File: config.mk
export PLATFORM = sky130hd
export DESIGN_NAME = multiplicador_seq_flat
export DESIGN_NICKNAME = d
export VERILOG_FILES = /design/src/rtl/multiplicador_seq_if.sv /design/src/rtl/multiplicador_seq.sv /design/src/flat_wrapper.sv
export SDC_FILE = /design/constraint.sdc
export NUM_CORES = 1
export LEC_CHECK = 0
export ABC_CLOCK_PERIOD_IN_PS = 4700
export BUFFER_PORTS_ARGS = -buffer_cell sky130_fd_sc_hd__buf_2
export CORE_MARGIN = 1.5
export CORE_UTILIZATION = 50
export DETAILED_ROUTE_END_ITERATION = 10
export HOLD_SLACK_MARGIN = 0.03
export PLACE_DENSITY = 0.81
export SYNTH_ARGS = -nofsm -noshare
export SYNTH_HDL_FRONTEND = slang
export SYNTH_SLANG_ARGS = --single-unit
File: constraint.sdc
create_clock -name clk -period 4.7 [get_ports clk]
set_input_delay 0.47 -clock clk [delete_from_list [all_inputs] [get_ports clk]]
set_output_delay 0.47 -clock clk [all_outputs]
set_load 0.1 [all_outputs]
File: src/rtl/multiplicador_seq_if.sv
// Request/response bundle for the sequential Booth multiplier.
//   start, signed_mode, cancel, multiplicand, multiplier : requester -> multiplier
//   out_high, out_low, busy, done                        : multiplier -> requester
// master = requester side, slave = multiplier side.
interface multiplicador_seq_if #(
  parameter int WIDTH = 32
);
  logic             start;
  logic             signed_mode;
  logic             cancel;
  logic [WIDTH-1:0] multiplicand;
  logic [WIDTH-1:0] multiplier;
  logic [WIDTH-1:0] out_high;
  logic [WIDTH-1:0] out_low;
  logic             busy;
  logic             done;

  modport master (
    output start, signed_mode, cancel, multiplicand, multiplier,
    input  out_high, out_low, busy, done
  );

  modport slave (
    input  start, signed_mode, cancel, multiplicand, multiplier,
    output out_high, out_low, busy, done
  );
endinterface

File: src/rtl/multiplicador_seq.sv
// Sequential radix-2 Booth multiplier (MULT/MULTU path).
// Operands are extended to WIDTH+1 bits (sign or zero by signed_mode) and
// WIDTH+1 Booth steps are run, one per clock, so a single signed datapath
// handles both modes. Result lands in out_high/out_low with a 1-cycle done.
// Ports:
//   clk   : clock, rising edge
//   reset : asynchronous, active-low
//   bus   : multiplicador_seq_if.slave (start/cancel/operands in,
//           out_high/out_low/busy/done out)
module multiplicador_seq #(
  parameter int WIDTH = 32,
  parameter int CNT_W = $clog2(WIDTH + 2)
) (
  input  logic                clk,
  input  logic                reset,
  multiplicador_seq_if.slave  bus
);

  typedef enum logic {IDLE, RUN} state_t;

  state_t           state, state_nx;
  logic [WIDTH:0]   acc, q, m;
  logic             q_1;
  logic [CNT_W-1:0] cnt;
  logic [WIDTH-1:0] out_high, out_low;
  logic             done;

  logic             load, step, finish;
  logic [WIDTH:0]   a_add;
  // {sign, A, Q}: the arithmetic right shift of {A, Q, Q_1}, Q_1 dropping off
  logic [2*WIDTH+2:0] shr;

  // ---------------------------------------------------------------- FSM
  always_ff @(posedge clk or negedge reset) begin
    if (!reset) state <= IDLE;
    else        state <= state_nx;
  end

  always_comb begin
    state_nx = state;
    load     = 1'b0;
    step     = 1'b0;
    finish   = 1'b0;
    case (state)
      IDLE: if (bus.start) begin
        load     = 1'b1;
        state_nx = RUN;
      end
      RUN: begin
        // cancel beats the final iteration: no step, no result write
        if (bus.cancel) begin
          state_nx = IDLE;
        end else begin
          step = 1'b1;
          if (cnt == CNT_W'(WIDTH)) begin
            finish   = 1'b1;
            state_nx = IDLE;
          end
        end
      end
      default: state_nx = IDLE;
    endcase
  end

  // ---------------------------------------------------------- Booth step
  always_comb begin
    case ({q[0], q_1})
      2'b01:   a_add = acc + m;
      2'b10:   a_add = acc - m;
      default: a_add = acc;
    endcase
  end

  assign shr = {a_add[WIDTH], a_add, q};

  // ----------------------------------------------------------- datapath
  always_ff @(posedge clk or negedge reset) begin
    if (!reset) begin
      acc      <= '0;
      q        <= '0;
      q_1      <= 1'b0;
      m        <= '0;
      cnt      <= '0;
      out_high <= '0;
      out_low  <= '0;
      done     <= 1'b0;
    end else begin
      done <= finish;
      if (load) begin
        acc <= '0;
        q   <= {bus.signed_mode & bus.multiplier[WIDTH-1],   bus.multiplier};
        m   <= {bus.signed_mode & bus.multiplicand[WIDTH-1], bus.multiplicand};
        q_1 <= 1'b0;
        cnt <= '0;
      end else if (step) begin
        acc <= shr[2*WIDTH+2:WIDTH+2];
        q   <= shr[WIDTH+1:1];
        q_1 <= shr[0];
        cnt <= cnt + CNT_W'(1);
      end
      // low 2*WIDTH bits of the shifted {A, Q}
      if (finish) begin
        out_high <= shr[2*WIDTH:WIDTH+1];
        out_low  <= shr[WIDTH:1];
      end
    end
  end

  assign bus.out_high = out_high;
  assign bus.out_low  = out_low;
  assign bus.done     = done;
  assign bus.busy     = (state == RUN);

endmodule

File: src/flat_wrapper.sv
// flat-port wrapper written by rule: the top's interface ports become plain ports
module multiplicador_seq_flat 
#(
  parameter int WIDTH = 32,
  parameter int CNT_W = $clog2(WIDTH + 2)
)
  (clk, reset, bus_start, bus_signed_mode, bus_cancel, bus_multiplicand, bus_multiplier, bus_out_high, bus_out_low, bus_busy, bus_done);
  multiplicador_seq_if #(.WIDTH(WIDTH)) bus_i ();
  input  logic clk;
  input  logic reset;
  input wire logic [$bits(bus_i.start)-1:0] bus_start;
  input wire logic [$bits(bus_i.signed_mode)-1:0] bus_signed_mode;
  input wire logic [$bits(bus_i.cancel)-1:0] bus_cancel;
  input wire logic [$bits(bus_i.multiplicand)-1:0] bus_multiplicand;
  input wire logic [$bits(bus_i.multiplier)-1:0] bus_multiplier;
  output wire logic [$bits(bus_i.out_high)-1:0] bus_out_high;
  output wire logic [$bits(bus_i.out_low)-1:0] bus_out_low;
  output wire logic [$bits(bus_i.busy)-1:0] bus_busy;
  output wire logic [$bits(bus_i.done)-1:0] bus_done;
  assign bus_i.start = bus_start;
  assign bus_i.signed_mode = bus_signed_mode;
  assign bus_i.cancel = bus_cancel;
  assign bus_i.multiplicand = bus_multiplicand;
  assign bus_i.multiplier = bus_multiplier;
  assign bus_out_high = bus_i.out_high;
  assign bus_out_low = bus_i.out_low;
  assign bus_busy = bus_i.busy;
  assign bus_done = bus_i.done;
  multiplicador_seq #(.WIDTH(WIDTH), .CNT_W(CNT_W)) u_core (.clk(clk), .reset(reset), .bus(bus_i));
endmodule
==> qor.yml, run 1 <==
outcome: "completed"
required_ns: 5.02
drtAntennaViolNets: 0
fin_nets: 1338
antenna_cells: 0
cts.sinks: 171
cts_buffers: 17
power.density_mw_per_mm2: 558
leakage_nw: 5.74
max_slew_margin: 0.256
crit_fanout: 6
drtPass1Iterations: 5
gp_congestion: 0.948
die_w_um: 141
fillers: 1651
critPathCaptureType: "register"
antenna_found_initial: 0
worst_pin_slew_ns: 1.11
synth_top_area_frac: 0.448
netlist_instances: 1128
min_period_over_period: 0.950
post-route-util: 0.593
hp-class: "primary input to async pin"
drive_gt1_frac: 0.160
cts_tree: "yes"
synth-seq-cells: 171
clk_latency_ns: 0.45
finalSetupViolations: 0
ir_worst_vdd_v: 0.000340
worstSetupPathType: "register to register"
hold_viol: 0
drt_iter0_markers: 666
h-tree-depth: 4
grt_max_degree: 94
avgViaCountPerCell: 5.71
cp-start-kind: "register"
cp.arrival_ns: 4.79
place_ws_ns: 0.325
cts_root_buf: "clkbuf_16"
grt_first_pass_wirelength_um: 40900
yosys_most_used_dff: "dfrtp_1"
r2r-end: "u_core.acc[30]$_DFFE_PN0P_"
placementRows: 50
endpoint: "u_core.acc[30]$_DFFE_PN0P_"
ff2ff_setup_slack_ns: 0.24
cap_violations: 0
area_growth_pct: 16.1
max_freq_mhz: 224
netlist_area_mm2: 0.00956
track_usage: 0.256
hpwl_um: 17000
synth_edf_count: 0
tns_ns: 0
clock-skew-final_ns: 0.0149
io_buffers: 134
yosysSeqAreaShare: 0.448
drc: 0
wl_per_cell_um: 16.7
async_reset_ff_frac: 1.00
core_area_mm2: 0.0187
synth_top_cell_by_area: "dfrtp_1"
ys_types: 59
rsz0062_at_grt: "true"
yosysWarnings: 0
die_y_um: 141
wl_um: 24700
clock_path_buffers: 2
clk_pin_slew_worst_paths_ns: 0.08
r2r_cells: 15
avgSynthCellArea_um2: 8.47
dpl.cell_count: 1447
grt_overflow_total: 0
total_power_w: 0.00619
via_count: 8444
postCtsHoldBufs: 0
setup_ws_ns: 0.236
ys_top_cells_by_area: "dfrtp_1 45%, nand2_1 14%, ha_1 4.7%"
grt_pass1_vias: 8212
startpoint: "u_core.m[0]$_DFFE_PN0P_"
dieArea_mm2: 0.0199
synth_nets: 1234
fin_crit_ns: 4.46
drv_slew: 0
start_util: 0.511
io_pins: 135
fin_cells: 1479
worstReg2RegStart: "u_core.m[0]$_DFFE_PN0P_"
==> through the flow <==
step	hold slack, ns	instance area, µm²
2_1_floorplan	0.174	9560
3_3_place_gp	0.454	10400
3_5_place_dp	0.457	10400
4_1_cts	0.0977	11100
5_1_grt	0.112	11100
6_report	0.0466	11100
==> power by group <==
part           switching (W)  total (W)  internal [W]
clock               0.000734    0.00147      0.000739
combinational        0.00165    0.00271       0.00106
sequential          0.000275    0.00200       0.00173
total                0.00266    0.00619       0.00353
==> cell type report <==
type                            instances  area (µm²)  share of cell area
Clock buffer                           17         425              0.0384
Clock inverter                         15         211              0.0191
Inverter                               23        86.3             0.00778
Multi-Input combinational cell        872        5000               0.450
Sequential cell                       171        4280               0.386
Tap cell                              234         293              0.0264
Timing Repair Buffer                  147         800              0.0721
==> worst max-delay path: stages, from the launching register on <==
cell and delay (ns):
dfrtp_1 0.40, inv_1 0.11, ha_1 0.19, or4b_1 0.56
nor4_4 0.34, a21oi_1 0.15, xnor2_1 0.15, ha_1 0.35
a21oi_1 0.29, o22ai_1 0.14, a211o_1 0.28, o211a_1 0.22
a211oi_1 0.35, a41oi_1 0.25, nor4b_1 0.20, or3_1 0.37
==> metal layers <==
layer  vias up  global-route usage  routed length (µm)
li1       4091                   -                   -
met1      4054               0.340               11000
met2       239               0.414               11600
met3        60              0.0476                1220
met4         0               0.106                 877
met5         -                   0                   0
==> cell usage in the layout, fill, tap and decap left out, drive strengths merged, types with 5 or more instances in the layout <==
master / n
a21o: 9
a21oi: 48
a22o: 15
a22oi: 32
a31oi: 6
and3: 5
buf: 147
clkbuf: 17
clkinv: 8
dfrtp: 171
ha: 36
inv: 30
mux2: 7
mux2i: 14
nand2: 357
nand2b: 14
nand3: 21
nand4: 7
nor2: 45
nor2b: 9
nor3: 30
nor3b: 6
nor4: 6
o211ai: 11
o21ai: 78
o31ai: 7
or3: 11
xnor2: 41
xor2: 10
==> cells in the mapped netlist, types with 3 or more instances <==
| cell type | count |
|---|---|
| ha_1 | 36 |
| a31oi_1 | 6 |
| o21ai_0 | 77 |
| nor4_1 | 5 |
| nand2b_1 | 14 |
| o22ai_1 | 3 |
| nor3_1 | 30 |
| nand2_1 | 357 |
| a21oi_1 | 47 |
| or4_1 | 3 |
| dfrtp_1 | 171 |
| nor2b_1 | 9 |
| mux2i_1 | 14 |
| clkbuf_1 | 53 |
| or3_1 | 11 |
| nand3_1 | 21 |
| mux2_2 | 7 |
| nor2_1 | 45 |
| a22oi_1 | 32 |
| o31ai_1 | 7 |
| nand4_1 | 7 |
| a211oi_1 | 4 |
| a22o_1 | 15 |
| xnor2_1 | 40 |
| and3_1 | 5 |
| a21o_1 | 9 |
| o211ai_1 | 11 |
| o21a_1 | 4 |
| xor2_1 | 10 |
| nor3b_1 | 6 |
| buf_1 | 8 |
| o211a_1 | 3 |
| inv_1 | 23 |
==> repair_timing <==
item,in CTS,in global routing
endpoints found under the setup margin,0,1
resized for setup,0,1
setup buffers,0,0
==> sequential cells by signal, indices dropped and copies added, names as in the netlist <==
signal               count
u_core.q_1               1
u_core.bus.out_low      32
u_core.bus.out_high     32
u_core.bus.done          1
u_core.bus.busy          1
u_core.cnt               6
u_core.acc              32
u_core.q                33
u_core.m                33
==> logic make-up after synthesis <==
group                    share of synthesized area
multiplexers                                0.0229
XOR/XNOR                                    0.0487
flip-flops                                   0.448
buffers and inverters                       0.0335
AO/OA/AOI/OAI                                0.158
adder cells (fa/ha/maj)                     0.0492
AND/OR/NAND/NOR                              0.240
==> worst min-delay path by stage <==
stage | cells past startpoint | end | startpoint
finish | 1 | u_core.bus.out_low[6]$_DFFE_PN0P_ | reset
global route | 1 | u_core.bus.out_low[6]$_DFFE_PN0P_ | reset
CTS | 1 | u_core.bus.out_low[6]$_DFFE_PN0P_ | reset
detailed placement | 2 | u_core.bus.out_low[28]$_DFFE_PN0P_ | u_core.bus.out_low[28]$_DFFE_PN0P_
global placement | 2 | u_core.bus.out_low[7]$_DFFE_PN0P_ | u_core.bus.out_low[7]$_DFFE_PN0P_
floorplan | 0 | u_core.acc[0]$_DFFE_PN0P_ | reset
Power figures use the tool's default switching activity.
==> run 2: changes to the inputs <==
ABC_CLOCK_PERIOD_IN_PS = 5050   (was 4700)
clock period = 5.05 ns   (was 4.7 ns; I/O delays follow)
==> qor.yml, run 2 (synthesis gave the netlist of run 1 again) <==
cts_root_buf: "clkbuf_16"  # unchanged
clk_latency_ns: 0.44  # was 0.45 ns
hold_viol: 0  # unchanged
post_cts_buffers: 0  # unchanged
postCtsHoldBufs: 0  # unchanged
tns_ns: 0  # unchanged
worstSetupPathType: "register to register"  # unchanged
dieArea_mm2: 0.0199  # unchanged
track_usage: 0.257  # was 0.256
drive_gt1_frac: 0.159  # was 0.160
hp-class: "primary input to async pin"  # unchanged
ir_worst_vdd_v: 0.000260  # was 0.000340 V
clock_path_buffers: 2  # unchanged
critPathCaptureType: "register"  # unchanged
fillers: 1616  # was 1651
start_util: 0.511  # unchanged
gp_congestion: 0.941  # was 0.948
post_cts_resized: 0  # unchanged
cts.sinks: 171  # unchanged
grt_pass1_vias: 8226  # was 8212
fin_nets: 1337  # was 1338
io_buffers: 134  # unchanged
power.density_mw_per_mm2: 520  # was 558 mW/mm²
core_area_mm2: 0.0187  # unchanged
final_cell_mix: "356 x nand2_1, 171 x dfrtp_1, 133 x buf_2, 77 x o21ai_0, 47 x a21oi_1"  # unchanged
worst_pin_slew_ns: 0.941  # was 1.11 ns
cts_buffers: 17  # unchanged
placementRows: 50  # unchanged
dpl.cell_count: 1446  # was 1447
area_growth_pct: 15.4  # was 16.1%
min_period_over_period: 0.892  # was 0.950
leakage_nw: 5.71  # was 5.74 nW
finalSetupViolations: 0  # unchanged
reg.largest.list: "u_core.m x33, u_core.q x33"  # unchanged
path_cells: "inv_1 > ha_1 > or4b_1 > nor4_4 > a21oi_1 > xnor2_1 > ha_1 > a21oi_1 > o22ai_1 > a211o_1 > o211a_1 > a211oi_1 > a41oi_1 > nor4b_1 > or3_1"  # unchanged
rsz0062_at_grt: "false"  # was true
drc: 0  # unchanged
hpwl_um: 17500  # was 17000 µm
grt_overflow_total: 0  # unchanged
drv_slew: 0  # unchanged
cap_violations: 0  # unchanged
fin_crit_ns: 4.51  # was 4.46 ns
drt_iter0_markers: 610  # was 666
cts_tree: "yes"  # unchanged
grt_first_pass_wirelength_um: 40800  # was 40900 µm
mostFrequentLayoutCell: "nand2_1"  # unchanged
via_count: 8454  # was 8444
grt_max_degree: 77  # was 94
die_y_um: 141  # unchanged
wl_um: 25000  # was 24700 µm
io_pins: 135  # unchanged
total_power_w: 0.00573  # was 0.00619 W
path_buf_inv: 1  # unchanged
clk_pin_slew_worst_paths_ns: 0.07  # was 0.08 ns
wl_per_cell_um: 16.9  # was 16.7 µm
path_delay_family: "compound AO/OA/AOI/OAI gates"  # unchanged
cp-start-kind: "register"  # unchanged
die_w_um: 141  # unchanged
max_slew_margin: 0.371  # was 0.256
crit_fanout: 6  # unchanged
clock-skew-final_ns: 0.0142  # was 0.0149 ns
antenna_found_initial: 1  # was 0
cp.arrival_ns: 4.82  # was 4.79 ns
avgViaCountPerCell: 5.72  # was 5.71
drtPass1Iterations: 5  # unchanged
max_freq_mhz: 222  # was 224 MHz
crit_slowest_cell: "or4b_1"  # unchanged
drtAntennaViolNets: 0  # unchanged
h-tree-depth: 4  # unchanged
outcome: "completed"  # unchanged
fin_cells: 1479  # unchanged
critPathMaxStageDelay_ns: 0.56  # about the same
required_ns: 5.37  # was 5.02 ns
-- run 2: changes by cell type in the layout (fill, tap and decap cells not counted), sizes merged --
cell    before  now
inv         30   32
buf        147  146
clkinv       8    6
diode        0    1
-- run 2: through the flow --
step | instance area [µm²] | setup WS [ns] | utilization | hold WS, ns
floorplan | 9560 | 0.976 | - | 0.209
global placement | 10400 | 0.717 | 0.556 | 0.454
detailed placement | 10400 | 0.641 | 0.556 | 0.457
CTS | 11000 | 0.605 | 0.589 | 0.0944
global route | 11000 | 0.198 | 0.589 | 0.123
finish | 11000 | 0.545 | 0.589 | 0.0667
-- run 2: cell type report --
| class | count | area [µm²] | area share |
|---|---|---|---|
| Sequential cell | 171 | 4280 | 0.388 |
| Timing Repair Buffer | 146 | 767 | 0.0696 |
| Multi-Input combinational cell | 872 | 4980 | 0.452 |
| Inverter | 23 | 86.3 | 0.00783 |
| Clock inverter | 15 | 188 | 0.0170 |
| Clock buffer | 17 | 425 | 0.0386 |
| Antenna cell | 1 | 2.50 | 0.000227 |
| Tap cell | 234 | 293 | 0.0266 |
-- run 2: worst paths after layout --
| check | slack, ns | startpoint | cells after the start | endpoint |
|---|---|---|---|---|
| setup / recovery | 0.54 | u_core.m[0]$_DFFE_PN0P_ | 15 | u_core.acc[30]$_DFFE_PN0P_ |
| max in group asynchronous | 3.87 | reset | 2 | u_core.m[26]$_DFFE_PN0P_ |
| hold reg to reg | 0.47 | u_core.bus.out_low[7]$_DFFE_PN0P_ | 2 | u_core.bus.out_low[7]$_DFFE_PN0P_ |
| hold / removal | 0.07 | reset | 1 | u_core.bus.out_low[6]$_DFFE_PN0P_ |
| min in group clk | 0.26 | bus_multiplicand[18] | 3 | u_core.m[18]$_DFFE_PN0P_ |
| setup reg to reg | 0.54 | u_core.m[0]$_DFFE_PN0P_ | 15 | u_core.acc[30]$_DFFE_PN0P_ |
-- run 2: per-layer routing --
layer,GRT usage,up-vias,share of wire
met5,0,-,0
met4,0.114,0,0.032
met3,0.0353,55,0.049
met2,0.421,280,0.48
met1,0.341,4032,0.44
li1,-,4087,-
-- run 2: power by group --
part,switching [W],total [W],internal (W),leakage [nW]
Combinational,0.00153,0.00251,0.000980,3.16
Sequential,0.000257,0.00187,0.00161,2.26
Clock,0.000674,0.00136,0.000681,0.301
==> run 3: changes to the inputs <==
CORE_UTILIZATION = 47   (was 50)
PLACE_DENSITY = 0.77   (was 0.81)
==> qor.yml, run 3 (synthesis gave the netlist of run 1 again) <==
cts_buffers: 17  # unchanged
worstReg2RegStart: "u_core.m[0]$_DFFE_PN0P_"  # unchanged
cap_violations: 0  # unchanged
power.density_mw_per_mm2: 516  # was 520 mW/mm²
cts_tree: "yes"  # unchanged
grt_pass1_vias: 8317  # was 8226
min_period_over_period: 0.903  # was 0.892
avgViaCountPerCell: 5.52  # was 5.72
crit_slowest_cell: "or4b_1"  # unchanged
start_util: 0.485  # was 0.511
clk_pin_slew_worst_paths_ns: 0.08  # was 0.07 ns
final_cell_mix: "356 x nand2_1, 171 x dfrtp_1, 133 x buf_2, 77 x o21ai_0, 47 x a21oi_1"  # unchanged
cts.sinks: 171  # unchanged
post_cts_buffers: 0  # unchanged
drtPass1Iterations: 7  # was 5
drv_slew: 0  # unchanged
track_usage: 0.244  # was 0.257
reg.largest.list: "u_core.m x33, u_core.q x33"  # unchanged
finalSetupViolations: 0  # unchanged
io_pins: 135  # unchanged
setup_ws_ns: 0.492  # was 0.545 ns
r2r_cells: 16  # was 15
cts_root_buf: "clkbuf_16"  # unchanged
gp_congestion: 0.934  # was 0.941
clock-skew-final_ns: 0.0194  # was 0.0142 ns
required_ns: 5.37  # about the same
ir_worst_vdd_v: 0.000283  # was 0.000260 V
path_cells: "inv_1 > ha_1 > or4b_1 > nor4_4 > and2_1 > a21oi_1 > xnor2_1 > ha_1 > nand2_1 > or3_1 > o22ai_1 > nor3_1 > a21oi_1 > o21ai_0 > o211a_1 > or3_1"  # was inv_1 > ha_1 > or4b_1 > nor4_4 > a21oi_1 > xnor2_1 > ha_1 > a21oi_1 > o22ai_1 > a211o_1 > o211a_1 > a211oi_1 > a41oi_1 > nor4b_1 > or3_1
critPathCaptureType: "register"  # unchanged
mostFrequentLayoutCell: "nand2_1"  # unchanged
clock_path_buffers: 2  # unchanged
holdWs_ns: 0.0917  # was 0.0667 ns
ff2ff_setup_slack_ns: 0.49  # was 0.54 ns
postCtsHoldBufs: 0  # unchanged
clk_latency_ns: 0.44  # about the same
max_freq_mhz: 219  # was 222 MHz
tns_ns: 0  # unchanged
grt_overflow_total: 0  # unchanged
area_growth_pct: 16.1  # was 15.4%
drive_gt1_frac: 0.159  # unchanged
wl_per_cell_um: 16.4  # was 16.9 µm
drt_iter0_markers: 568  # was 610
post_cts_resized: 0  # unchanged
fin_crit_ns: 4.56  # was 4.51 ns
io_buffers: 134  # unchanged
leakage_nw: 5.72  # was 5.71 nW
hold_viol: 0  # unchanged
r2r-end: "u_core.acc[31]$_DFFE_PN0P_"  # was u_core.acc[30]$_DFFE_PN0P_
hp-class: "primary input to async pin"  # unchanged
fillers: 1785  # was 1616
via_count: 8334  # was 8454
placementRows: 51  # was 50
dieArea_mm2: 0.0212  # was 0.0199 mm²
worstSetupPathType: "register to register"  # unchanged
max_slew_margin: 0.354  # was 0.371
die_y_um: 146  # was 141 µm
multi_input_area_mm2: 0.00498  # unchanged
fin_nets: 1337  # unchanged
outcome: "completed"  # unchanged
cp.arrival_ns: 4.88  # was 4.82 ns
rsz0062_at_grt: "false"  # unchanged
cp-start-kind: "register"  # unchanged
hpwl_um: 17300  # was 17500 µm
antenna_found_initial: 1  # unchanged
critPathMaxStageDelay_ns: 0.56  # about the same
drc: 0  # unchanged
drtAntennaViolNets: 0  # unchanged
core_area_mm2: 0.0197  # was 0.0187 mm²
place_ws_ns: 0.578  # was 0.641 ns
die_w_um: 146  # was 141 µm
seqCellArea_mm2: 0.00428  # unchanged
h-tree-depth: 4  # unchanged
worst_pin_slew_ns: 0.969  # was 0.941 ns
crit_fanout: 9  # was 6
grt_first_pass_wirelength_um: 41700  # was 40800 µm
grt_max_degree: 88  # was 77
wl_um: 24800  # was 25000 µm
run 3: layout make-up:
| class | instances | share of cell area |
|---|---|---|
| tap | 265 | 0.0299 |
| antenna | 1 | 0.000226 |
| clock inverter | 15 | 0.0195 |
| sequential | 171 | 0.386 |
| timing repair buffer | 146 | 0.0691 |
| clock buffer | 17 | 0.0384 |
| inverter | 23 | 0.00778 |
| multi-input combinational | 872 | 0.449 |
run 3: how the worst max path moves through the flow:
stage                                         from                         end  slack [ns]  cells after the start
after floorplan           u_core.m[13]$_DFFE_PN0P_  u_core.acc[31]$_DFFE_PN0P_        0.98                     15
final                      u_core.m[0]$_DFFE_PN0P_  u_core.acc[31]$_DFFE_PN0P_        0.49                     16
after global routing       u_core.m[0]$_DFFE_PN0P_  u_core.acc[30]$_DFFE_PN0P_        0.21                     15
after CTS                  u_core.m[0]$_DFFE_PN0P_  u_core.acc[30]$_DFFE_PN0P_        0.55                     15
after global placement     u_core.m[0]$_DFFE_PN0P_  u_core.acc[30]$_DFFE_PN0P_        0.72                     15
after detailed placement   u_core.m[0]$_DFFE_PN0P_  u_core.acc[30]$_DFFE_PN0P_        0.58                     15
run 3: through the flow:
step / util / cell area, µm² / std cells / total power, W
6_report: 0.563 / 11100 / 1510 / 0.00572
5_1_grt: 0.563 / 11100 / 1510 / 0.00614
4_1_cts: 0.562 / 11100 / 1509 / 0.00572
3_5_place_dp: 0.530 / 10400 / 1477 / 0.00433
3_3_place_gp: 0.530 / 10400 / 1477 / 0.00428
2_1_floorplan: - / 9560 / 1128 / 0.00372
run 3: per-layer routing:
| metal | track usage | part of all wire | vias up |
|---|---|---|---|
| met4 | 0.105 | 0.035 | 0 |
| met3 | 0.0536 | 0.048 | 60 |
| met5 | 0 | 0 | - |
| met2 | 0.399 | 0.47 | 221 |
| met1 | 0.313 | 0.45 | 3967 |
| li1 | - | - | 4086 |
run 3: power breakdown:
| group | switching (W) | total (W) | internal (W) | leakage, nW |
|---|---|---|---|---|
| Sequential | 0.000255 | 0.00187 | 0.00161 | 2.26 |
| Clock | 0.000682 | 0.00137 | 0.000688 | 0.305 |
| Combinational | 0.00151 | 0.00249 | 0.000979 | 3.16 |
run 3: critical path: cells and delay by family (launching register included):
kind / cells / cell delay (ns)
and+or+nand+nor: 7 / 2.14
AOI/OAI and AO/OA: 5 / 1.04
adders and majority gates: 2 / 0.63
DFF: 1 / 0.40
xor gates and xnor gates: 1 / 0.13
buffers and inverters: 1 / 0.11
